`config.mk`:
```
export PLATFORM = sky130hd
export DESIGN_NAME = seg_scan_drv_flat
export DESIGN_NICKNAME = d
export VERILOG_FILES = /design/src/rtl/seg_scan_drv_if.sv /design/src/rtl/seg_scan_drv.sv /design/src/flat_wrapper.sv
export SDC_FILE = /design/constraint.sdc
export NUM_CORES = 1
export LEC_CHECK = 0
export ABC_AREA = 1
export CORE_ASPECT_RATIO = 0.5
export CORE_MARGIN = 5
export CORE_UTILIZATION = 41
export CTS_CLUSTER_SIZE = 12
export DETAILED_ROUTE_END_ITERATION = 7
export PLACE_DENSITY = 0.7
export SYNTH_ARGS = -nofsm -noshare
export SYNTH_HDL_FRONTEND = slang
export SYNTH_SLANG_ARGS = --single-unit
```
`constraint.sdc`:
```
create_clock -name clk_scan -period 2.23 [get_ports clk_scan]
set_clock_uncertainty 0.05 [all_clocks]
set_input_delay 0.223 -clock clk_scan [delete_from_list [all_inputs] [get_ports clk_scan]]
set_output_delay 0.223 -clock clk_scan [all_outputs]
set_load 0.02 [all_outputs]
```
`src/rtl/seg_scan_drv_if.sv`:
```
// Operand/indicator input bundle and multiplexed 7-segment output lines for seg_scan_drv.
interface seg_scan_drv_if;
    logic [3:0] op_1;
    logic [3:0] op_2;
    logic [7:0] ind;
    logic [3:0] dp_mask;
    logic       lz_en;
    logic       load;
    logic [7:0] seg_n;
    logic [3:0] dig_n;
    logic       frame_done;

    modport master (
        output op_1, op_2, ind, dp_mask, lz_en, load,
        input  seg_n, dig_n, frame_done
    );

    modport slave (
        input  op_1, op_2, ind, dp_mask, lz_en, load,
        output seg_n, dig_n, frame_done
    );
endinterface

```
`src/rtl/seg_scan_drv.sv`:
```
// 4-digit common-anode 7-segment scan driver with frame-synchronous double buffering,
// inter-digit blanking and optional leading-zero suppression on digit 1.
module seg_scan_drv #(
    parameter int unsigned SCAN_DIV  = 50000,
    parameter int unsigned BLANK_CYC = 500
) (
    input  logic           clk_scan,
    input  logic           rst_n,
    seg_scan_drv_if.slave  bus
);
    localparam int unsigned MAX_CYC = (SCAN_DIV > BLANK_CYC) ? SCAN_DIV : BLANK_CYC;
    localparam int unsigned CNT_W   = (MAX_CYC > 1) ? $clog2(MAX_CYC) : 1;
    localparam int unsigned IDX_W   = 2;

    typedef enum logic {
        ST_BLANK = 1'b0,
        ST_SHOW  = 1'b1
    } state_e;

    typedef struct packed {
        logic [3:0] op_1;
        logic [3:0] op_2;
        logic [7:0] ind;
        logic [3:0] dp_mask;
        logic       lz_en;
    } disp_buf_t;

    state_e             state_q, state_d;
    logic [CNT_W-1:0]   cnt_q, cnt_d;
    logic [IDX_W-1:0]   idx_q, idx_d;
    disp_buf_t          shadow_q, shadow_d;
    disp_buf_t          disp_q, disp_d;
    logic               pending_q, pending_d;
    logic [7:0]         seg_q, seg_d;
    logic [3:0]         dig_q, dig_d;
    logic               fd_q, fd_d;

    logic               boundary;
    logic [3:0]         nib;
    logic               dp_on;
    logic               suppress;

    // Active-low a..g pattern for one hex nibble.
    function automatic logic [6:0] hex7(input logic [3:0] v);
        logic [6:0] p;
        case (v)
            4'h0: p = 7'h40;
            4'h1: p = 7'h79;
            4'h2: p = 7'h24;
            4'h3: p = 7'h30;
            4'h4: p = 7'h19;
            4'h5: p = 7'h12;
            4'h6: p = 7'h02;
            4'h7: p = 7'h78;
            4'h8: p = 7'h00;
            4'h9: p = 7'h10;
            4'hA: p = 7'h08;
            4'hB: p = 7'h03;
            4'hC: p = 7'h46;
            4'hD: p = 7'h21;
            4'hE: p = 7'h06;
            default: p = 7'h0E;
        endcase
        return p;
    endfunction

    always_comb begin
        state_d   = state_q;
        cnt_d     = cnt_q + CNT_W'(1);
        idx_d     = idx_q;
        shadow_d  = shadow_q;
        disp_d    = disp_q;
        pending_d = pending_q;
        fd_d      = 1'b0;
        boundary  = 1'b0;
        seg_d     = 8'hFF;
        dig_d     = 4'hF;
        nib       = 4'h0;

        case (state_q)
            ST_BLANK: begin
                if (cnt_q == CNT_W'(BLANK_CYC - 1)) begin
                    state_d  = ST_SHOW;
                    cnt_d    = '0;
                    boundary = (idx_q == IDX_W'(0));
                end
            end
            ST_SHOW: begin
                if (cnt_q == CNT_W'(SCAN_DIV - 1)) begin
                    state_d = ST_BLANK;
                    cnt_d   = '0;
                    idx_d   = idx_q + IDX_W'(1);
                end
            end
            default: begin
                state_d = ST_BLANK;
                cnt_d   = '0;
            end
        endcase

        if (boundary && pending_q) begin
            disp_d    = shadow_q;
            pending_d = 1'b0;
            fd_d      = 1'b1;
        end

        // A load on the boundary cycle lands in the shadow and waits for the next frame.
        if (bus.load) begin
            shadow_d  = '{op_1: bus.op_1, op_2: bus.op_2, ind: bus.ind,
                          dp_mask: bus.dp_mask, lz_en: bus.lz_en};
            pending_d = 1'b1;
        end

        case (idx_d)
            2'd0:    nib = disp_d.ind[3:0];
            2'd1:    nib = disp_d.ind[7:4];
            2'd2:    nib = disp_d.op_2;
            default: nib = disp_d.op_1;
        endcase
        dp_on    = disp_d.dp_mask[idx_d];
        suppress = (idx_d == IDX_W'(1)) && disp_d.lz_en && (disp_d.ind[7:4] == 4'h0);

        // Outputs are computed from the next state so they change on the entering edge.
        if (state_d == ST_SHOW) begin
            dig_d = ~(4'b0001 << idx_d);
            if (!suppress) begin
                seg_d = {~dp_on, hex7(nib)};
            end
        end
    end

    always_ff @(posedge clk_scan or negedge rst_n) begin
        if (!rst_n) begin
            state_q   <= ST_BLANK;
            cnt_q     <= '0;
            idx_q     <= '0;
            shadow_q  <= '0;
            disp_q    <= '0;
            pending_q <= 1'b0;
            seg_q     <= 8'hFF;
            dig_q     <= 4'hF;
            fd_q      <= 1'b0;
        end else begin
            state_q   <= state_d;
            cnt_q     <= cnt_d;
            idx_q     <= idx_d;
            shadow_q  <= shadow_d;
            disp_q    <= disp_d;
            pending_q <= pending_d;
            seg_q     <= seg_d;
            dig_q     <= dig_d;
            fd_q      <= fd_d;
        end
    end

    assign bus.seg_n      = seg_q;
    assign bus.dig_n      = dig_q;
    assign bus.frame_done = fd_q;
endmodule
```
`src/flat_wrapper.sv`:
```
// flat-port wrapper written by rule: the top's interface ports become plain ports
module seg_scan_drv_flat 
#(
    parameter int unsigned SCAN_DIV  = 50000,
    parameter int unsigned BLANK_CYC = 500
)
  (clk_scan, rst_n, bus_op_1, bus_op_2, bus_ind, bus_dp_mask, bus_lz_en, bus_load, bus_seg_n, bus_dig_n, bus_frame_done);
  seg_scan_drv_if bus_i ();
  input  logic clk_scan;
  input  logic rst_n;
  input wire logic [$bits(bus_i.op_1)-1:0] bus_op_1;
  input wire logic [$bits(bus_i.op_2)-1:0] bus_op_2;
  input wire logic [$bits(bus_i.ind)-1:0] bus_ind;
  input wire logic [$bits(bus_i.dp_mask)-1:0] bus_dp_mask;
  input wire logic [$bits(bus_i.lz_en)-1:0] bus_lz_en;
  input wire logic [$bits(bus_i.load)-1:0] bus_load;
  output wire logic [$bits(bus_i.seg_n)-1:0] bus_seg_n;
  output wire logic [$bits(bus_i.dig_n)-1:0] bus_dig_n;
  output wire logic [$bits(bus_i.frame_done)-1:0] bus_frame_done;
  assign bus_i.op_1 = bus_op_1;
  assign bus_i.op_2 = bus_op_2;
  assign bus_i.ind = bus_ind;
  assign bus_i.dp_mask = bus_dp_mask;
  assign bus_i.lz_en = bus_lz_en;
  assign bus_i.load = bus_load;
  assign bus_seg_n = bus_i.seg_n;
  assign bus_dig_n = bus_i.dig_n;
  assign bus_frame_done = bus_i.frame_done;
  seg_scan_drv #(.SCAN_DIV(SCAN_DIV), .BLANK_CYC(BLANK_CYC)) u_core (.clk_scan(clk_scan), .rst_n(rst_n), .bus(bus_i));
endmodule
```
==> results_dict.tcl, run 1 <==
set metrics [dict create \
    area_delta_synth_final_pct 41.77 \
    synthesis.area_mm2 0.003754 \
    hold_class "in2reg" \
    ys_seq_area_frac 0.5040 \
    wl_um 8894 \
    start_util 0.4252 \
    rsz0062_at_grt "yes" \
    grt_pass1_vias 3150 \
    yosys.area.top_type_share 0.4200 \
    grt_pass1_wl_um 14860 \
    cp-end-kind "flop" \
    hold_viol 0 \
    crit_required_ns 2.44 \
    crit_type "reg2reg" \
    cts.sinks 75 \
    setup_ws_ns -0.1849 \
    fin_crit_ns 2.415 \
    num_io_pins 37 \
    status "finished with violations" \
    fin_hold_ws_ns 0.3723 \
    synth_top_area_cell "dfrtp_1" \
    cts_tree "yes" \
    wire_per_inst_um 12.83 \
    cp.arrival_ns 2.62 \
    crit_start "u_core.cnt_q[10]" \
    final_common_cell "nand2_1" \
    r2r_start "u_core.cnt_q[10]" \
    fill_cells 747 \
    ir_drop_uv 328.6 \
    clkTransAtPathRegs_ns 0.06 \
    fp.dieH_um 77.66 \
    ctsHtreeMaxLevel 3 \
    crit_end "u_core.bus.seg_n[0]" \
    vias 3234 \
    via_per_inst 4.667 \
    fin_nets 603 \
    worst_skew_pair.late_latency_ns 0.33 \
    worstSetupStartpointType "flop" \
    mostFrequentLayoutCells "nand2_1 (111), buf_4 (72), inv_1 (67)" \
    cts_buffers 9 \
    period_share 1.083 \
    yosysWarnings 0 \
    p_leak_nw 2.607 \
    drt_iter0_markers 161 \
    fmax_mhz 414.1 \
    antenna_left 0 \
    rows 24 \
    core_mm2 0.008828 \
    grt_max_degree 34 \
    grt_usage 0.1625 \
    worstPathMaxFanout 7 \
    antenna_cells 0 \
    dr.pass1.iters 5 \
    yosys-top-cells-area "dfrtp_1 (42%), nand2_1 (12%), dfstp_2 (8.4%)" \
    tns_ns -0.8608 \
    root_buffer "clkbuf_16" \
    powerDensity_mw_per_mm2 543.4 \
    gp_congestion 0.8137 \
    drv_cap 0 \
    synth_area_per_cell_um2 8.214 \
    dp_hpwl_um 6324 \
    cts_buffer_depth 2 \
    violations "negative setup slack" \
    chipWidth_um 145.3 \
    ys_types 35 \
    r2r_end "u_core.bus.seg_n[0]" \
    worst_pin_slew_ns 0.5569 \
    dieArea_mm2 0.01129 \
    reg2reg_depth 17 \
    port_buffers 36 \
    drive_gt1_frac 0.3090 \
    synth_seq_cells 75 \
    drcViolationCount 0 \
    relSlewSlack 0.6287 \
    syn-num-nets 489 \
    slew_viol_final 0 \
    grt_overflow_total 0 \
    netlist_instances 457 \
    setup_viol 7 \
    rrSetupSlack_ns -0.18 \
    antenna_found_initial 0 \
]
## timing repair
action,in CTS,in global routing
buffers inserted,12,6
resized for setup,25,31
endpoints found under the hold margin,22,0
pin swaps,18,14
endpoints found under the setup margin,8,9
hold buffers,1,0
## layout make-up
cell class | count | area, um^2 | share of cell area
clock buffer | 12 | 256.5 | 0.04820
clock inverter | 4 | 25.02 | 0.004703
inverter | 75 | 296.5 | 0.05573
multi-input combinational | 297 | 1737 | 0.3264
sequential | 75 | 1892 | 0.3555
tap | 117 | 146.4 | 0.02751
timing repair buffer | 113 | 968.4 | 0.1820
## state kept, by name, indices dropped and copies added, names as in the netlist
signal,count
u_core.state_q,1
u_core.disp_q,21
u_core.idx_q,2
u_core.bus.frame_done,1
u_core.bus.seg_n,8
u_core.bus.dig_n,4
u_core.shadow_q,21
u_core.pending_q,1
u_core.cnt_q,16
## power breakdown
group	switching, W	total (W)	internal (W)
logic	0.0000728	0.000131	0.0000587
clock network	0.000542	0.00135	0.000809
registers	0.0000124	0.00141	0.00140
total	0.000627	0.00289	0.00226
## worst min path at each step
| stage | start | to | slack, ns | cells after the start |
|---|---|---|---|---|
| 2_1_floorplan | rst_n | u_core.bus.frame_done | -0.12 | 0 |
| 3_3_place_gp | rst_n | u_core.bus.frame_done | 0.20 | 1 |
| 3_5_place_dp | rst_n | u_core.disp_q[10] | 0.20 | 1 |
| 4_1_cts | bus_ind[2] | u_core.shadow_q[7] | 0.36 | 3 |
| 5_1_grt | bus_ind[2] | u_core.shadow_q[7] | 0.38 | 3 |
| 6_report | bus_ind[2] | u_core.shadow_q[7] | 0.37 | 3 |
## synthesized netlist by cell type, drive strengths merged
library cell and count:
ha 8, o21bai 1, xnor2 1, a211oi 2, clkinv 1, and2 2
dfrtp 63, o21ai 36, a21oi 7, nand2 134, nand3 27, nor3 3
o21a 1, inv 74, a22oi 1, clkbuf 6, nand4 18, nor2 53
buf 4, dfstp 12, xor2 3
## per-layer routing
metal	vias to the layer above	wire length, um	track usage
met5	-	0	0
met4	0	123	0.05587
met3	11	493	0.04191
met2	65	4275	0.2629
met1	1500	4002	0.2147
li1	1658	-	-
## metrics by stage
stage,worst slack [ns],power [W],util,cells,cell area (um^2)
detailed placement,-0.3483,0.001564,0.5282,658,4663
finish,-0.1849,0.002892,0.6027,693,5321
global route,-0.3418,0.003011,0.6027,693,5321
floorplan,-0.05887,0.001472,-,457,3777
global placement,-0.2731,0.001559,0.5282,658,4663
CTS,-0.1705,0.002926,0.5850,687,5165
## kinds of logic (layout without fill, tap and decap cells)
logic type / after synthesis / count (layout) / synth area share
AO/OA/AOI/OAI: 48 / 48 / 0.07733
AND/OR/NAND/NOR: 237 / 237 / 0.2903
buffers and inverters: 85 / 204 / 0.09233
flip-flops: 75 / 75 / 0.5040
XOR/XNOR: 4 / 4 / 0.009335
adder cells (fa/ha/maj): 8 / 8 / 0.02667
## worst max-delay path, stage by stage, from the launching register on
cell and delay, ns:
dfrtp_1 0.38, nor2_2 0.16, nand2_2 0.11, inv_2 0.07, nand2_2 0.06, nor2_4 0.15, nand3_4 0.10, buf_12 0.17
nand2_4 0.06, o21ai_4 0.06, nand2_1 0.11, nand4_1 0.18, buf_4 0.20, ha_4 0.15, inv_1 0.05, nand4_1 0.09
nand3_1 0.11, nand3_1 0.07
Note: power is estimated with default switching activity, not from simulation.
==> run 2, diff against run 1 <==
--- a/config.mk
+++ b/config.mk
@@ -8,10 +8,10 @@
 export ABC_AREA = 1
 export CORE_ASPECT_RATIO = 0.5
 export CORE_MARGIN = 5
-export CORE_UTILIZATION = 41
+export CORE_UTILIZATION = 51
 export CTS_CLUSTER_SIZE = 12
 export DETAILED_ROUTE_END_ITERATION = 7
-export PLACE_DENSITY = 0.7
+export PLACE_DENSITY = 0.82
 export SYNTH_ARGS = -nofsm -noshare
 export SYNTH_HDL_FRONTEND = slang
 export SYNTH_SLANG_ARGS = --single-unit
==> run 2 against run 1 <==
  * The run still ends with negative setup slack left
  * Combinational power rose by 4%
  * Sequential share of layout area fell by 0.22 points
  * Power rose by 12%
  * Via count rose by 11%
  * Largest power group is now the clock network
  * Highest routed layer unchanged
==> results_dict.tcl, run 2 (synthesis results as in run 1) <==
set metrics [dict create \
    status "finished with violations" \
    violations "negative setup slack" \
    hold_viol 0 \
    critPathBufInv 3 \
    cts_buffers 9 \
    totalPowerFinal_w 0.003232 \
    finish.instance_area_mm2 0.005354 \
    p_leak_nw 2.627 \
    crit_slowest_cell "dfrtp_1" \
    cts.sinks 75 \
    vias 3574 \
    worstPathMaxFanout 7 \
    fin_crit_ns 2.513 \
    placed_area_mm2 0.004634 \
    rows 22 \
    placedCellCount 635 \
    fmax_mhz 397.9 \
    fin_nets 603 \
    num_io_pins 37 \
    combinationalPowerShare 0.042 \
    drcViolationCount 0 \
    ir_drop_uv 687.1 \
    antenna_left 0 \
    dr.pass1.iters 5 \
    critPathTopFamily "simple AND/OR/NAND/NOR gates" \
    fp.dieH_um 70.67 \
    via_per_inst 5.318 \
    clkTransAtPathRegs_ns 0.06 \
    place_ws_ns -0.2274 \
    power_switching_w 0.0006536 \
    crit_type "reg2reg" \
    rsz0062_at_grt "yes" \
    drive_gt1_frac 0.3090 \
    area_delta_synth_final_pct 42.63 \
    grt_usage 0.2120 \
    wl_um 10290 \
    cts_tree "yes" \
    grt_pass1_wl_um 15790 \
    crit_end "u_core.bus.seg_n[0]" \
    intPower_w 0.002578 \
    crit_path_cell_trace "nor2_2, nand2_2, inv_1, nand2_1, nor2_4, nand3_4, nand2_2, o21ai_2, nand2_1, nand4_1, buf_4, ha_4, inv_2, nand4_1, nand3_1, nand3_1" \
    pwr-share-seq 0.435 \
    wire_per_inst_um 15.32 \
    fin_cells 672 \
    ctsHtreeMaxLevel 3 \
    r2r_start "u_core.cnt_q[11]" \
    fill_cells 452 \
    r2r_end "u_core.bus.seg_n[0]" \
    drv_cap 0 \
    root_buffer "clkbuf_16" \
    mostFrequentLayoutCells "nand2_1 (110), buf_4 (68), inv_1 (66)" \
    dieArea_mm2 0.009280 \
    powerDensity_mw_per_mm2 603.7 \
    chipWidth_um 131.3 \
    cpPeakStageDelay_ns 0.39 \
    dp_hpwl_um 6207 \
    antenna_cells 0 \
    crit_required_ns 2.44 \
    worst_pin_slew_ns 0.4967 \
    worstSetupStartpointType "flop" \
    setup_viol 7 \
    start_util 0.5185 \
    crit_start "u_core.cnt_q[11]" \
    final_common_cell "nand2_1" \
    drt_iter0_markers 406 \
    relSlewSlack 0.6678 \
    setup_ws_ns -0.2834 \
    slew_viol_final 0 \
    antenna_found_initial 0 \
    cp.arrival_ns 2.73 \
    fin_hold_ws_ns 0.3744 \
    cp-end-kind "flop" \
    period_share 1.127 \
    swShare 0.2022 \
    cts_buffer_depth 2 \
    worst_skew_pair.late_latency_ns 0.34 \
    clockPowerShare 0.522 \
    core_mm2 0.007239 \
    gp_congestion 0.9396 \
    largestRegisters "u_core.disp_q (21), u_core.shadow_q (21), u_core.cnt_q (16)" \
    grt_pass1_vias 3348 \
    rrSetupSlack_ns -0.28 \
    reg2reg_depth 16 \
    grt_overflow_total 0 \
    port_buffers 36 \
    grt_max_degree 76 \
    hold_class "in2reg" \
    worstSetupPathDepth 16 \
]
run 2: cell types whose count changed in the layout (fill, tap and decap cells not counted), sizes merged:
cell	before	now
bufinv	0	3
clkbuf	12	10
clkinv	3	1
buf	77	76
clkinvlp	2	3
nand3	27	28
run 2: worst register-to-register path, cell delays in order, from the launching register on:
cell and delay, ns:
dfrtp_1 0.39, nor2_2 0.16, nand2_2 0.10, inv_1 0.07, nand2_1 0.08, nor2_4 0.19, nand3_4 0.21, nand2_2 0.13
o21ai_2 0.07, nand2_1 0.10, nand4_1 0.20, buf_4 0.22, ha_4 0.16, inv_2 0.05, nand4_1 0.09, nand3_1 0.11
nand3_1 0.07
run 2: how the worst min path moves through the flow:
stage | start | end | slack [ns] | depth (start not counted)
detailed placement | rst_n | u_core.shadow_q[14] | 0.24 | 2
global route | bus_ind[5] | u_core.shadow_q[10] | 0.39 | 3
finish | bus_op_1[2] | u_core.shadow_q[19] | 0.37 | 3
global placement | rst_n | u_core.shadow_q[14] | 0.23 | 2
floorplan | rst_n | u_core.bus.frame_done | -0.12 | 0
CTS | bus_op_1[2] | u_core.shadow_q[19] | 0.37 | 3
run 2: power groups by stage:
stage	clock (W)	combinational (W)	sequential, W
after floorplan	0	0.0000441	0.00143
after global placement	0	0.000129	0.00143
after detailed placement	0	0.000133	0.00143
after CTS	0.00170	0.000137	0.00141
after global routing	0.00177	0.000153	0.00141
final	0.00169	0.000136	0.00141
run 2: cell type report:
type	instances	area (um^2)	share of cell area
clock buffers	10	239.0	0.04464
clock inverters	6	112.6	0.02103
inverters	75	289.0	0.05398
multi-input cells	298	1720	0.3213
flip-flops and latches	75	1892	0.3534
well taps	96	120.1	0.02244
repair buffers	112	980.9	0.1832
run 2: timing repair:
| action | CTS | global route |
|---|---|---|
| resized for setup | 21 | 38 |
| gates cloned | 1 | 0 |
| hold buffers | 1 | 0 |
| endpoints found under the setup margin | 7 | 22 |
| setup buffers | 9 | 12 |
| hold endpoints to repair | 63 | 0 |
| pin swaps | 28 | 15 |
run 2: per-stage QoR:
stage	utilization	TNS, ns
global route	0.7395	-3.110
detailed placement	0.6402	-1.339
global placement	0.6402	-0.7458
finish	0.7395	-1.609
CTS	0.7150	-1.057
floorplan	-	-0.2163
run 2: metal layers:
layer / share of wire / GRT usage / routed length, um
met1: 0.39 / 0.2625 / 4063
met2: 0.50 / 0.3562 / 5115
met3: 0.074 / 0.06889 / 766
met4: 0.034 / 0.07070 / 346
met5: 0 / 0 / 0
==> run 3, diff against run 2 <==
==> constraint.sdc (replaced) <==
create_clock -name clk_scan -period 2.23 [get_ports clk_scan]
set_clock_uncertainty 0.05 [all_clocks]
set_input_delay 0.446 -clock clk_scan [delete_from_list [all_inputs] [get_ports clk_scan]]
set_output_delay 0.446 -clock clk_scan [all_outputs]
set_load 0.02 [all_outputs]
==> run 3 against run 2 <==
  * The flow still finishes with violations (negative setup slack)
  * Design area down 2.7%
  * Power decreased by 5.7%
  * Largest cell class unchanged
  * Critical endpoint unchanged
  * Maximum frequency fell by 4.0%
  * Largest power group unchanged
==> results_dict.tcl, run 3 (synthesis results as in run 1) <==
set metrics [dict create \
    status "finished with violations" \
    violations "negative setup slack" \
    setup_viol 7 \
    grt_overflow_total 0 \
    ctsHtreeMaxLevel 3 \
    num_io_pins 37 \
    fmax_mhz 382.1 \
    area_delta_synth_final_pct 38.73 \
    cts_tree "yes" \
    root_buffer "clkbuf_16" \
    fin_crit_ns 2.617 \
    fill_cells 475 \
    port_buffers 36 \
    crit_type "reg2reg" \
    setup_ws_ns -0.3873 \
    via_per_inst 5.238 \
    period_share 1.174 \
    start_util 0.5185 \
    mostFrequentLayoutCells "nand2_1 (108), inv_1 (67), dfrtp_1 (63)" \
    slew_viol_final 0 \
    powerDensity_mw_per_mm2 585.2 \
    grt_max_degree 76 \
    worstPathMaxFanout 7 \
    grt_usage 0.2063 \
    antenna_cells 0 \
    cp.arrival_ns 2.83 \
    wl_um 10310 \
    fp.dieH_um 70.67 \
    fin_nets 590 \
    worst_pin_slew_ns 0.4614 \
    hold_viol 0 \
    fin_cells 659 \
    worst_skew_pair.late_latency_ns 0.34 \
    finish.instance_area_mm2 0.005207 \
    largestRegisters "u_core.disp_q (21), u_core.shadow_q (21), u_core.cnt_q (16)" \
    rsz0062_at_grt "yes" \
    drt_iter0_markers 456 \
    relSlewSlack 0.6915 \
    chipWidth_um 131.3 \
    hold_class "in2async" \
    gp_congestion 0.9584 \
    ir_drop_uv 455.7 \
    totalPowerFinal_w 0.003048 \
    dr.pass1.iters 5 \
    cpPeakStageDelay_ns 0.39 \
    placed_area_mm2 0.004607 \
    drcViolationCount 0 \
    dp_hpwl_um 6095 \
    cts_buffers 9 \
    cts.sinks 75 \
    crit_required_ns 2.44 \
    vias 3452 \
    cts_buffer_depth 2 \
    grt_pass1_wl_um 15520 \
    antenna_found_initial 0 \
    rows 22 \
    fin_util 0.7193 \
    p_leak_nw 2.562 \
    clkTransAtPathRegs_ns 0.06 \
    wire_per_inst_um 15.65 \
    cp-end-kind "flop" \
    worstSetupStartpointType "flop" \
    placedCellCount 633 \
    dieArea_mm2 0.009280 \
    drive_gt1_frac 0.2984 \
    crit_path_cell_trace "nor2_2, nand2_2, inv_2, nand2_2, nor2_4, nand3_4, nand2_2, o21ai_2, nand2_2, nand4_1, ha_4, inv_2, nand4_1, nand3_1, nand3_1" \
    final_common_cell "nand2_1" \
    place_ws_ns -0.2083 \
    crit_slowest_cell "dfrtp_1" \
    core_mm2 0.007239 \
    crit_top_cell "nand2_2" \
    antenna_left 0 \
    grt_pass1_vias 3403 \
    drv_cap 0 \
]
==> run 3: final timing paths <==
kind	start	to	slack, ns	cells past startpoint
hold reg to reg	u_core.shadow_q[8]	u_core.shadow_q[8]	0.43	2
hold / removal	rst_n	u_core.shadow_q[14]	0.06	2
min in group clk_scan	u_core.shadow_q[8]	u_core.shadow_q[8]	0.43	2
setup reg to reg	u_core.cnt_q[13]	u_core.bus.seg_n[0]	-0.39	15
setup / recovery	u_core.cnt_q[13]	u_core.bus.seg_n[0]	-0.39	15
max in group asynchronous	rst_n	u_core.bus.dig_n[2]	1.71	2
==> run 3: where the power goes <==
part | internal [W] | switching (W) | leakage (nW)
logic | 0.0000566 | 0.0000744 | 1.46
registers | 0.00140 | 0.0000112 | 0.949
clock network | 0.000953 | 0.000556 | 0.155
total | 0.00241 | 0.000642 | 2.56
==> run 3: what timing repair did <==
item / in CTS / in global routing
resized for setup: 19 / 35
gates cloned: 1 / 0
pin swaps: 13 / 23
hold buffers: 0 / 0
buffers inserted: 6 / 3
setup endpoints to repair: 7 / 8
==> run 3: cell type report <==
class                      instances  area (um^2)  area share
sequential                        75         1892      0.3633
multi-input combinational        298         1742      0.3345
timing repair buffer              99        848.3      0.1629
inverter                          75        291.5     0.05598
clock buffer                      12        266.5     0.05118
tap                               96        120.1     0.02307
clock inverter                     4        47.55    0.009130
==> run 3: routing by layer <==
metal  wire length [um]  vias up  part of all wire  GRT usage
met2               5072      143              0.49     0.3517
met3                576       50             0.056    0.05540
met4                428        0             0.042    0.08780
li1                   -     1623                 -          -
met1               4235     1636              0.41     0.2513
met5                  0        -                 0          0
==> run 3: per-stage QoR <==
| stage | hold WS [ns] | TNS, ns |
|---|---|---|
| after global placement | 0.4118 | -0.6321 |
| after CTS | 0.09348 | -0.9227 |
| after detailed placement | 0.4220 | -1.192 |
| after global routing | 0.1109 | -3.396 |
| final | 0.05544 | -2.211 |
| after floorplan | 0.1004 | -0.2163 |
==> run 3: worst max-delay path: cells and delay by family, from the launching register on <==
family          cells  cell delay (ns)
simple gates       11             1.59
flops               1             0.39
fa+ha+maj           1             0.25
buf+inv             2             0.14
compound gates      1             0.10
